--- src/rtl/line_draw_engine.sv ---
// Bresenham line rasteriser: one command in, one pixel per cycle out,
// optional clipping to the visible screen rectangle.
module line_draw_engine #(
    parameter int XW       = 11,
    parameter int YW       = 10,
    parameter int CW       = 16,
    parameter int SCREEN_W = 800,
    parameter int SCREEN_H = 480,
    parameter int CLIP_EN  = 1
) (
    input  logic          clk,
    input  logic          reset,
    input  logic          cmd_valid,
    output logic          cmd_ready,
    input  logic [XW-1:0] x0,
    input  logic [XW-1:0] x1,
    input  logic [YW-1:0] y0,
    input  logic [YW-1:0] y1,
    input  logic [CW-1:0] color,
    output logic          pix_valid,
    input  logic          pix_ready,
    output logic [XW-1:0] pix_x,
    output logic [YW-1:0] pix_y,
    output logic [CW-1:0] pix_color,
    output logic          pix_last,
    output logic          busy,
    output logic          done,
    output logic [XW:0]   pix_count
);

    localparam int W = ((XW > YW) ? XW : YW) + 2;
    localparam logic [XW:0] SW_L = (XW+1)'(SCREEN_W);
    localparam logic [YW:0] SH_L = (YW+1)'(SCREEN_H);

    typedef enum logic {IDLE, RUN} state_t;

    state_t state, state_nx;

    logic [XW-1:0]       px, ex, px_nx;
    logic [YW-1:0]       py, ey, py_nx;
    logic [CW-1:0]       col;
    logic signed [W-1:0] dx, dy, err;
    logic                sx_neg, sy_neg;
    logic                done_r;
    logic [XW:0]         cnt;

    logic signed [W-1:0] xd, yd, adx, ady, e2, err_nx;
    logic                step_x, step_y;
    logic                onscr, at_end, pv, advance, accept;

    // Endpoint deltas for a new command, and the per-cycle Bresenham step
    always_comb begin
        xd     = W'(x1) - W'(x0);
        yd     = W'(y1) - W'(y0);
        adx    = xd[W-1] ? -xd : xd;
        ady    = yd[W-1] ? -yd : yd;
        e2     = err <<< 1;
        step_x = (e2 > dy);
        step_y = (e2 < dx);
        err_nx = err;
        px_nx  = px;
        py_nx  = py;
        if (step_x) begin
            err_nx = err_nx + dy;
            px_nx  = sx_neg ? px - XW'(1) : px + XW'(1);
        end
        if (step_y) begin
            err_nx = err_nx + dx;
            py_nx  = sy_neg ? py - YW'(1) : py + YW'(1);
        end
    end

    // Visibility, endpoint detection and the advance qualifier
    always_comb begin
        onscr   = (CLIP_EN == 0) ||
                  (({1'b0, px} < SW_L) && ({1'b0, py} < SH_L));
        at_end  = (px == ex) && (py == ey);
        pv      = (state == RUN) && onscr;
        advance = (state == RUN) && (!pv || pix_ready);
        accept  = (state == IDLE) && cmd_valid;
    end

    // State register
    always_ff @(posedge clk) begin
        if (reset) state <= IDLE;
        else       state <= state_nx;
    end

    // Next state: leave RUN only when the endpoint is consumed
    always_comb begin
        state_nx = state;
        unique case (state)
            IDLE: if (cmd_valid)         state_nx = RUN;
            RUN:  if (advance && at_end) state_nx = IDLE;
            default:                     state_nx = IDLE;
        endcase
    end

    // Datapath: capture command, walk the line, count handshakes
    always_ff @(posedge clk) begin
        if (reset) begin
            px     <= '0;
            py     <= '0;
            ex     <= '0;
            ey     <= '0;
            col    <= '0;
            dx     <= '0;
            dy     <= '0;
            err    <= '0;
            sx_neg <= 1'b0;
            sy_neg <= 1'b0;
            cnt    <= '0;
            done_r <= 1'b0;
        end else begin
            done_r <= advance && at_end;
            if (accept) begin
                px     <= x0;
                py     <= y0;
                ex     <= x1;
                ey     <= y1;
                col    <= color;
                dx     <= adx;
                dy     <= -ady;
                err    <= adx - ady;
                sx_neg <= (x1 < x0);
                sy_neg <= (y1 < y0);
                cnt    <= '0;
            end else begin
                if (advance && !at_end) begin
                    px  <= px_nx;
                    py  <= py_nx;
                    err <= err_nx;
                end
                if (pv && pix_ready) cnt <= cnt + (XW+1)'(1);
            end
        end
    end

    assign cmd_ready = (state == IDLE);
    assign busy      = (state == RUN);
    assign pix_valid = pv;
    assign pix_last  = pv && at_end;
    assign pix_x     = px;
    assign pix_y     = py;
    assign pix_color = col;
    assign done      = done_r;
    assign pix_count = cnt;

endmodule
--- config.mk ---
export PLATFORM = sky130hd
export DESIGN_NAME = line_draw_engine
export DESIGN_NICKNAME = d
export VERILOG_FILES = /design/src/rtl/line_draw_engine.sv
export SDC_FILE = /design/constraint.sdc
export NUM_CORES = 1
export LEC_CHECK = 0
export CAP_MARGIN = 15
export CORE_ASPECT_RATIO = 0.7
export CORE_MARGIN = 2
export CORE_UTILIZATION = 49
export DETAILED_ROUTE_END_ITERATION = 10
export GPL_TIMING_DRIVEN = 1
export PLACE_DENSITY = 0.72
export SYNTH_ARGS = -nofsm -noshare
export SYNTH_HDL_FRONTEND = slang
export SYNTH_SLANG_ARGS = --single-unit
--- constraint.sdc ---
create_clock -name clk -period 9.5 [get_ports clk]
set_input_delay 2.375 -clock clk [delete_from_list [all_inputs] [get_ports clk]]
set_output_delay 2.375 -clock clk [all_outputs]
set_load 0.02 [all_outputs]
==> flow_summary.yaml, run 1 <==
power_and_ir_drop:
  clkPwrFrac_pct: 17.7
  p_leak_nw: 4.42
  p_total_mw: 2.20
  pwr-share-comb_pct: 55.1
  p_sw_mw: 0.946
  swShare_pct: 43.1
  internal-power_mw: 1.25
  power_frac_seq_pct: 27.1
  peakVddDrop_mv: 0.0957
  cellPowerDensity_nw_per_um2: 206
synth:
  yosys.area.top_type_share_pct: 24.8
  ys.flop_type: "dfxtp_1"
  synth.yosys.seq_area_share_pct: 24.8
  syn-num-nets: 1317
  yosys_register_bits: 112
  synth_edf_count: 0
  netlist_instances: 1150
  avgSynthCellArea_um2: 7.85
  syn_area_um2: 9030
  synth.area.top_cells: "dfxtp_1 25%, ha_1 14%, xnor2_1 6.5%"
  synthArstFlopShare_pct: 0
  synth_cell_types: 73
  yosys_warnings: 0
  yosys.area.top_type: "dfxtp_1"
critical_path:
  start_kind: "input port"
  cp_data_arrival_time_ps: 7100
  worst_ep_required_time_ps: 9720
  r2r_end: "err[11]"
  endpoint_kind: "flip-flop"
  critPathMaxFanout: 10
  critPathBufInv: 2
  cp_common_cell: "a21oi_1"
  worst-setup-path-type: "input port to flip-flop"
  cp_slowest_cell: "clkdlybuf4s50_1"
  slowest_delay_ps: 500
  r2r_start: "err[7]"
  critPathTopFamily: "compound AO/OA/AOI/OAI gates"
  path_cells: "clkdlybuf4s50_1 -> inv_1 -> ha_1 -> o211a_1 -> o31a_1 -> o31a_1 -> a31o_2 -> nor3_1 -> nor2_1 -> mux2_2 -> fa_1 -> a21o_1 -> a21oi_1 -> o21bai_1 -> a21oi_1 -> o21bai_1 -> a21o_1 -> a21oi_1 -> maj3_2 -> xor2_1 -> o32ai_1"
  r2r_cells: 20
  reg2reg_slack_ps: 4820
detailed_routing:
  drtIter0Drc: 733
  vias_per_cell: 5.77
  wl_um: 25300
  routedWlPerCell_um: 17.0
  drc: 0
  drtAntennaViolNets: 0
  drt_first_pass_iters: 7
  vias: 8546
timing:
  drv_slew: 0
  layout_setup_ws_ps: 2620
  report.final.hold_viol_count: 0
  rsz0062_at_grt: "false"
  fin_crit_ps: 6880
  setup_tns_ps: 0
  setup_viol: 0
  skew_ps: 11.0
  worstMarginPinSlew_ps: 1070
  fmax_ghz: 0.145
  maxSlewHeadroom_pct: 28.1
  finalCritPeriodShare_pct: 72.4
die:
  die_w_um: 166
  coreArea_um2: 18100
  ioPinCount: 116
  die-height_um: 118
  initial_core_util_pct: 50.0
  placement_rows: 41
  die_area_um2: 19500
final_layout:
  drive_gt1_share_pct: 4.25
  final_common_cell: "nand2_1"
  layout_common_cells: "142 x nand2_1, 114 x clkdlybuf4s50_1, 112 x dfxtp_1, 106 x a21oi_1, 98 x ha_1"
  regArea_um2: 2240
  fillerInstances: 1663
  area_growth_pct: 18.0
  fin_nets: 1409
  multi_input_area_um2: 6320
  diodes: 0
worst_hold_path:
  hold_class: "flip-flop to flip-flop"
  hold_path_end: "pix_color[14]"
  whs_path_depth: 2
  hp-start: "pix_color[14]"
cts:
  htree_levels: 3
  clock_path_buffers: 2
  cts_buffers: 9
  cts_hold_buf: 0
  clock-sinks: 112
  post_cts_buffers: 0
  ctsResizeCount: 0
  root_buffer: "clkbuf_16"
  cts.clk_slew.worst_paths_ps: 80
  clock_latency_ps: 360
  cts_tree: "yes"
grt:
  antenna_found_initial: 0
  grt_pass1_vias: 7691
  grtUsageTotal_pct: 25.2
  grt_max_degree: 75
  grt_pass1_wl_um: 40400
  grt.overflow.total: 0
run_status:
  status: "finished, final reports clean"
job:
  drv_cap: 0
placed_design:
  io_buffers: 115
  detailed_place_hpwl_um: 19300
  place.gp.congestion: 0.962
  dpl_worst_slack_ps: 2250
[synth_stat cells, types with 8 or more instances]
| cell type | count |
|---|---|
| o21a_1 | 11 |
| ha_1 | 98 |
| nand2b_1 | 11 |
| o211ai_1 | 12 |
| nand3_1 | 17 |
| nor3_1 | 15 |
| xor2_1 | 42 |
| nand4_1 | 8 |
| nand2_1 | 143 |
| nor2b_1 | 20 |
| a21oi_1 | 106 |
| o21ai_0 | 46 |
| xnor2_1 | 67 |
| and3_1 | 9 |
| a21o_1 | 22 |
| or3_1 | 14 |
| nor2_1 | 97 |
| nor4_1 | 8 |
| inv_1 | 86 |
| clkbuf_1 | 31 |
| dfxtp_1 | 112 |
| a211oi_1 | 29 |
| mux2i_1 | 14 |
| mux2_2 | 10 |
[flip-flops by register name, indices dropped and copies added, names as in the netlist]
register / flops
pix_x: 11
pix_y: 10
pix_count: 12
sy_neg: 1
ex: 11
ey: 10
dx: 13
sx_neg: 1
busy: 1
done: 1
pix_color: 16
dy: 13
err: 12
[worst min-delay path: cells and delay by family (launching register included)]
family	cells	cell delay (ps)
DFF	1	310
AOI/OAI and AO/OA	1	50
and+or+nand+nor	1	50
[routing by layer]
metal / vias to the layer above / part of all wire (%) / GRT usage, %
met4: 0 / 0.98 / 4.42
met1: 3969 / 51 / 39.1
met2: 318 / 40 / 36.2
met5: - / 0 / 0
met3: 21 / 8.3 / 5.04
li1: 4238 / - / -
[per-stage QoR]
stage	std cells	area, µm²	utilization (%)	hold WS [ps]
2_1_floorplan	1150	9030	-	422
6_report	1482	10700	59.0	456
4_1_cts	1482	10700	59.0	457
5_1_grt	1482	10700	59.0	481
3_5_place_dp	1467	10400	57.4	447
3_3_place_gp	1467	10400	57.4	439
[cells by family after synthesis]
| family | synth area share, % |
|---|---|
| compound gates | 22.3 |
| xor+xnor | 10.6 |
| fa+ha+maj | 15.4 |
| buf+inv | 5.29 |
| flops | 24.8 |
| mux | 2.80 |
| simple gates | 18.9 |
[power by group through the flow]
stage                     Clock, mW  Sequential [mW]  Combinational, mW
final                         0.390            0.596               1.21
after global routing          0.411            0.602               1.33
after CTS                     0.393            0.592               1.19
after detailed placement          0            0.603               1.18
after global placement            0            0.603               1.16
after floorplan                   0            0.598              0.871
[worst max-delay path by stage]
stage,slack [ps],from,endpoint,cells after the start
CTS,2630,x0[4],err[10],21
detailed placement,2250,x0[4],err[10],21
floorplan,3160,x0[1],err[10],20
global route,2290,x0[4],err[10],21
finish,2620,x0[2],err[10],21
global placement,2390,x0[4],err[10],21
[final cells by class]
cell class	count	area share, %
clock buffers	11	2.18
clock inverters	4	0.517
inverters	86	3.03
multi-input cells	913	59.3
flip-flops and latches	112	21.0
well taps	236	2.77
repair buffers	120	11.1
Power figures use the tool's default switching activity.
==> run 2, diff against run 1 <==
- PLACE_DENSITY: 0.72 -> 0.75
- clock period: 9.5 -> 6 ns (I/O delays scaled with it)
==> run 2 against run 1 <==
Wire length fell by 0.42%. Worst hold slack barely moved. Largest power group unchanged. Worst setup slack got worse by 2300 ps. Largest cell class unchanged.
==> flow_summary.yaml, run 2 (synthesis gave the netlist of run 1 again) <==
run_status:
  status: "finished, final reports clean"
cts:
  cts_tree: "yes"
  cts_hold_buf: 0
  post_cts_buffers: 0
  clock_path_buffers: 2
  clock-sinks: 112
  cts_buffers: 9
  cts.clk_slew.worst_paths_ps: 80
  root_buffer: "clkbuf_16"
  htree_levels: 3
  clock_latency_ps: 370
  ctsResizeCount: 0
die:
  die-height_um: 118
  initial_core_util_pct: 50.0
  die_w_um: 166
  die_area_um2: 19500
  coreArea_um2: 18100
  ioPinCount: 116
  placement_rows: 41
detailed_routing:
  drtIter0Drc: 645
  drc: 0
  routedWlPerCell_um: 16.7
  vias: 8650
  vias_per_cell: 5.75
  wl_um: 25100
  drtAntennaViolNets: 0
  drt_first_pass_iters: 6
final_layout:
  final_common_cell: "nand2_1"
  post-route-util_pct: 60.0
  largest_reg_flops: 16
  area_growth_pct: 20.0
  drive_gt1_share_pct: 6.07
  diodes: 0
  layout_common_cells: "142 x nand2_1, 114 x clkdlybuf4s50_1, 112 x dfxtp_1, 106 x a21oi_1, 98 x ha_1"
  fin_nets: 1432
  fillerInstances: 1640
grt:
  grtUsageTotal_pct: 25.1
  grt_pass1_vias: 7795
  grt_pass1_wl_um: 40400
  grt_max_degree: 87
  antenna_found_initial: 0
  grt.overflow.total: 0
timing:
  finalCritPeriodShare_pct: 94.7
  fin_crit_ps: 5680
  maxSlewHeadroom_pct: 34.3
  fmax_ghz: 0.176
  report.final.hold_viol_count: 0
  setup_tns_ps: 0
  worstMarginPinSlew_ps: 985
  drv_slew: 0
  setup_viol: 0
  skew_ps: 10.5
  rsz0062_at_grt: "false"
job:
  drv_cap: 0
critical_path:
  critPathTopFamily: "compound AO/OA/AOI/OAI gates"
  worst-setup-path-type: "input port to flip-flop"
  path_cells: "clkdlybuf4s50_1 -> inv_1 -> ha_1 -> nor2b_1 -> o31a_1 -> o31a_1 -> a31o_2 -> nor3_1 -> nor2_1 -> mux2_2 -> fa_1 -> a21o_1 -> a21oi_1 -> o21bai_1 -> a21oi_1 -> o21bai_1 -> a21o_1 -> a21oi_1 -> maj3_2 -> xor2_1 -> o32ai_1"
  critPathBufInv: 2
  cp_data_arrival_time_ps: 5910
  cp_slowest_cell: "clkdlybuf4s50_1"
  endpoint_kind: "flip-flop"
  critPathMaxFanout: 3
  start_kind: "input port"
  worst_ep_required_time_ps: 6230
  cp_common_cell: "a21oi_1"
  slowest_delay_ps: 480
power_and_ir_drop:
  cellPowerDensity_nw_per_um2: 323
  p_leak_nw: 4.54
  peakVddDrop_mv: 0.172
placed_design:
  io_buffers: 115
  place.gp.congestion: 0.968
  detailed_place_hpwl_um: 19500
worst_hold_path:
  hold_class: "flip-flop to flip-flop"
==> run 2: changes by cell type in the layout (fill, tap and decap cells not counted), sizes merged <==
cell	change
buf	+23
inv	+1
clkbuf	-1
clkinvlp	-1
clkinv	+1
==> run 2: metal layers <==
metal  wire (µm)  GRT usage, %  vias to the layer above  share of wire, %
met5           0             0                        -                 0
li1            -             -                     4277                 -
met2       10400          36.9                      299                41
met4         195          3.39                        0              0.78
met3        1830          5.08                       24               7.3
met1       12700          38.4                     4050                50
==> run 2: final cells by class <==
| type | instances | area, µm² | area share (%) |
|---|---|---|---|
| multi-input combinational | 913 | 6320 | 58.4 |
| sequential | 112 | 2240 | 20.7 |
| timing repair buffer | 143 | 1360 | 12.5 |
| inverter | 86 | 323 | 2.98 |
| tap | 236 | 295 | 2.73 |
| clock buffer | 10 | 229 | 2.11 |
| clock inverter | 5 | 65.1 | 0.601 |
==> run 2: power by group <==
group          internal, mW  switching (mW)  total, mW
Clock                 0.327           0.295      0.622
Combinational         0.876            1.07       1.94
Sequential            0.826           0.114      0.940
Total                  2.03            1.48       3.50
==> run 2: stage by stage <==
| step | hold WS (ps) | cell area, µm² | std cells | setup slack (ps) | total power [mW] |
|---|---|---|---|---|---|
| 6_report | 456 | 10800 | 1505 | 317 | 3.50 |
| 5_1_grt | 475 | 10800 | 1505 | 63.2 | 3.76 |
| 4_1_cts | 456 | 10800 | 1505 | 322 | 3.49 |
| 3_5_place_dp | 445 | 10500 | 1490 | -27.5 | 2.86 |
| 3_3_place_gp | 434 | 10500 | 1490 | 68.6 | 2.82 |
| 2_1_floorplan | 422 | 9030 | 1150 | 531 | 2.33 |
==> run 2: worst paths after layout <==
kind | cells past startpoint | slack [ps] | start | endpoint
setup / recovery | 21 | 320 | x0[1] | err[10]
hold / removal | 2 | 460 | pix_color[2] | pix_color[2]
setup reg to reg | 20 | 1240 | dy[9] | err[11]
hold reg to reg | 2 | 460 | pix_color[2] | pix_color[2]
==> run 2: worst reg2reg max path, delay by kind of cell, from the launching register on <==
family | cells | cell delay, ps
multiplexers | 1 | 430
buffers and inverters | 2 | 130
AO/OA/AOI/OAI | 7 | 1540
adder cells (fa/ha/maj) | 2 | 510
XOR/XNOR | 2 | 340
AND/OR/NAND/NOR | 6 | 1370
flip-flops | 1 | 370
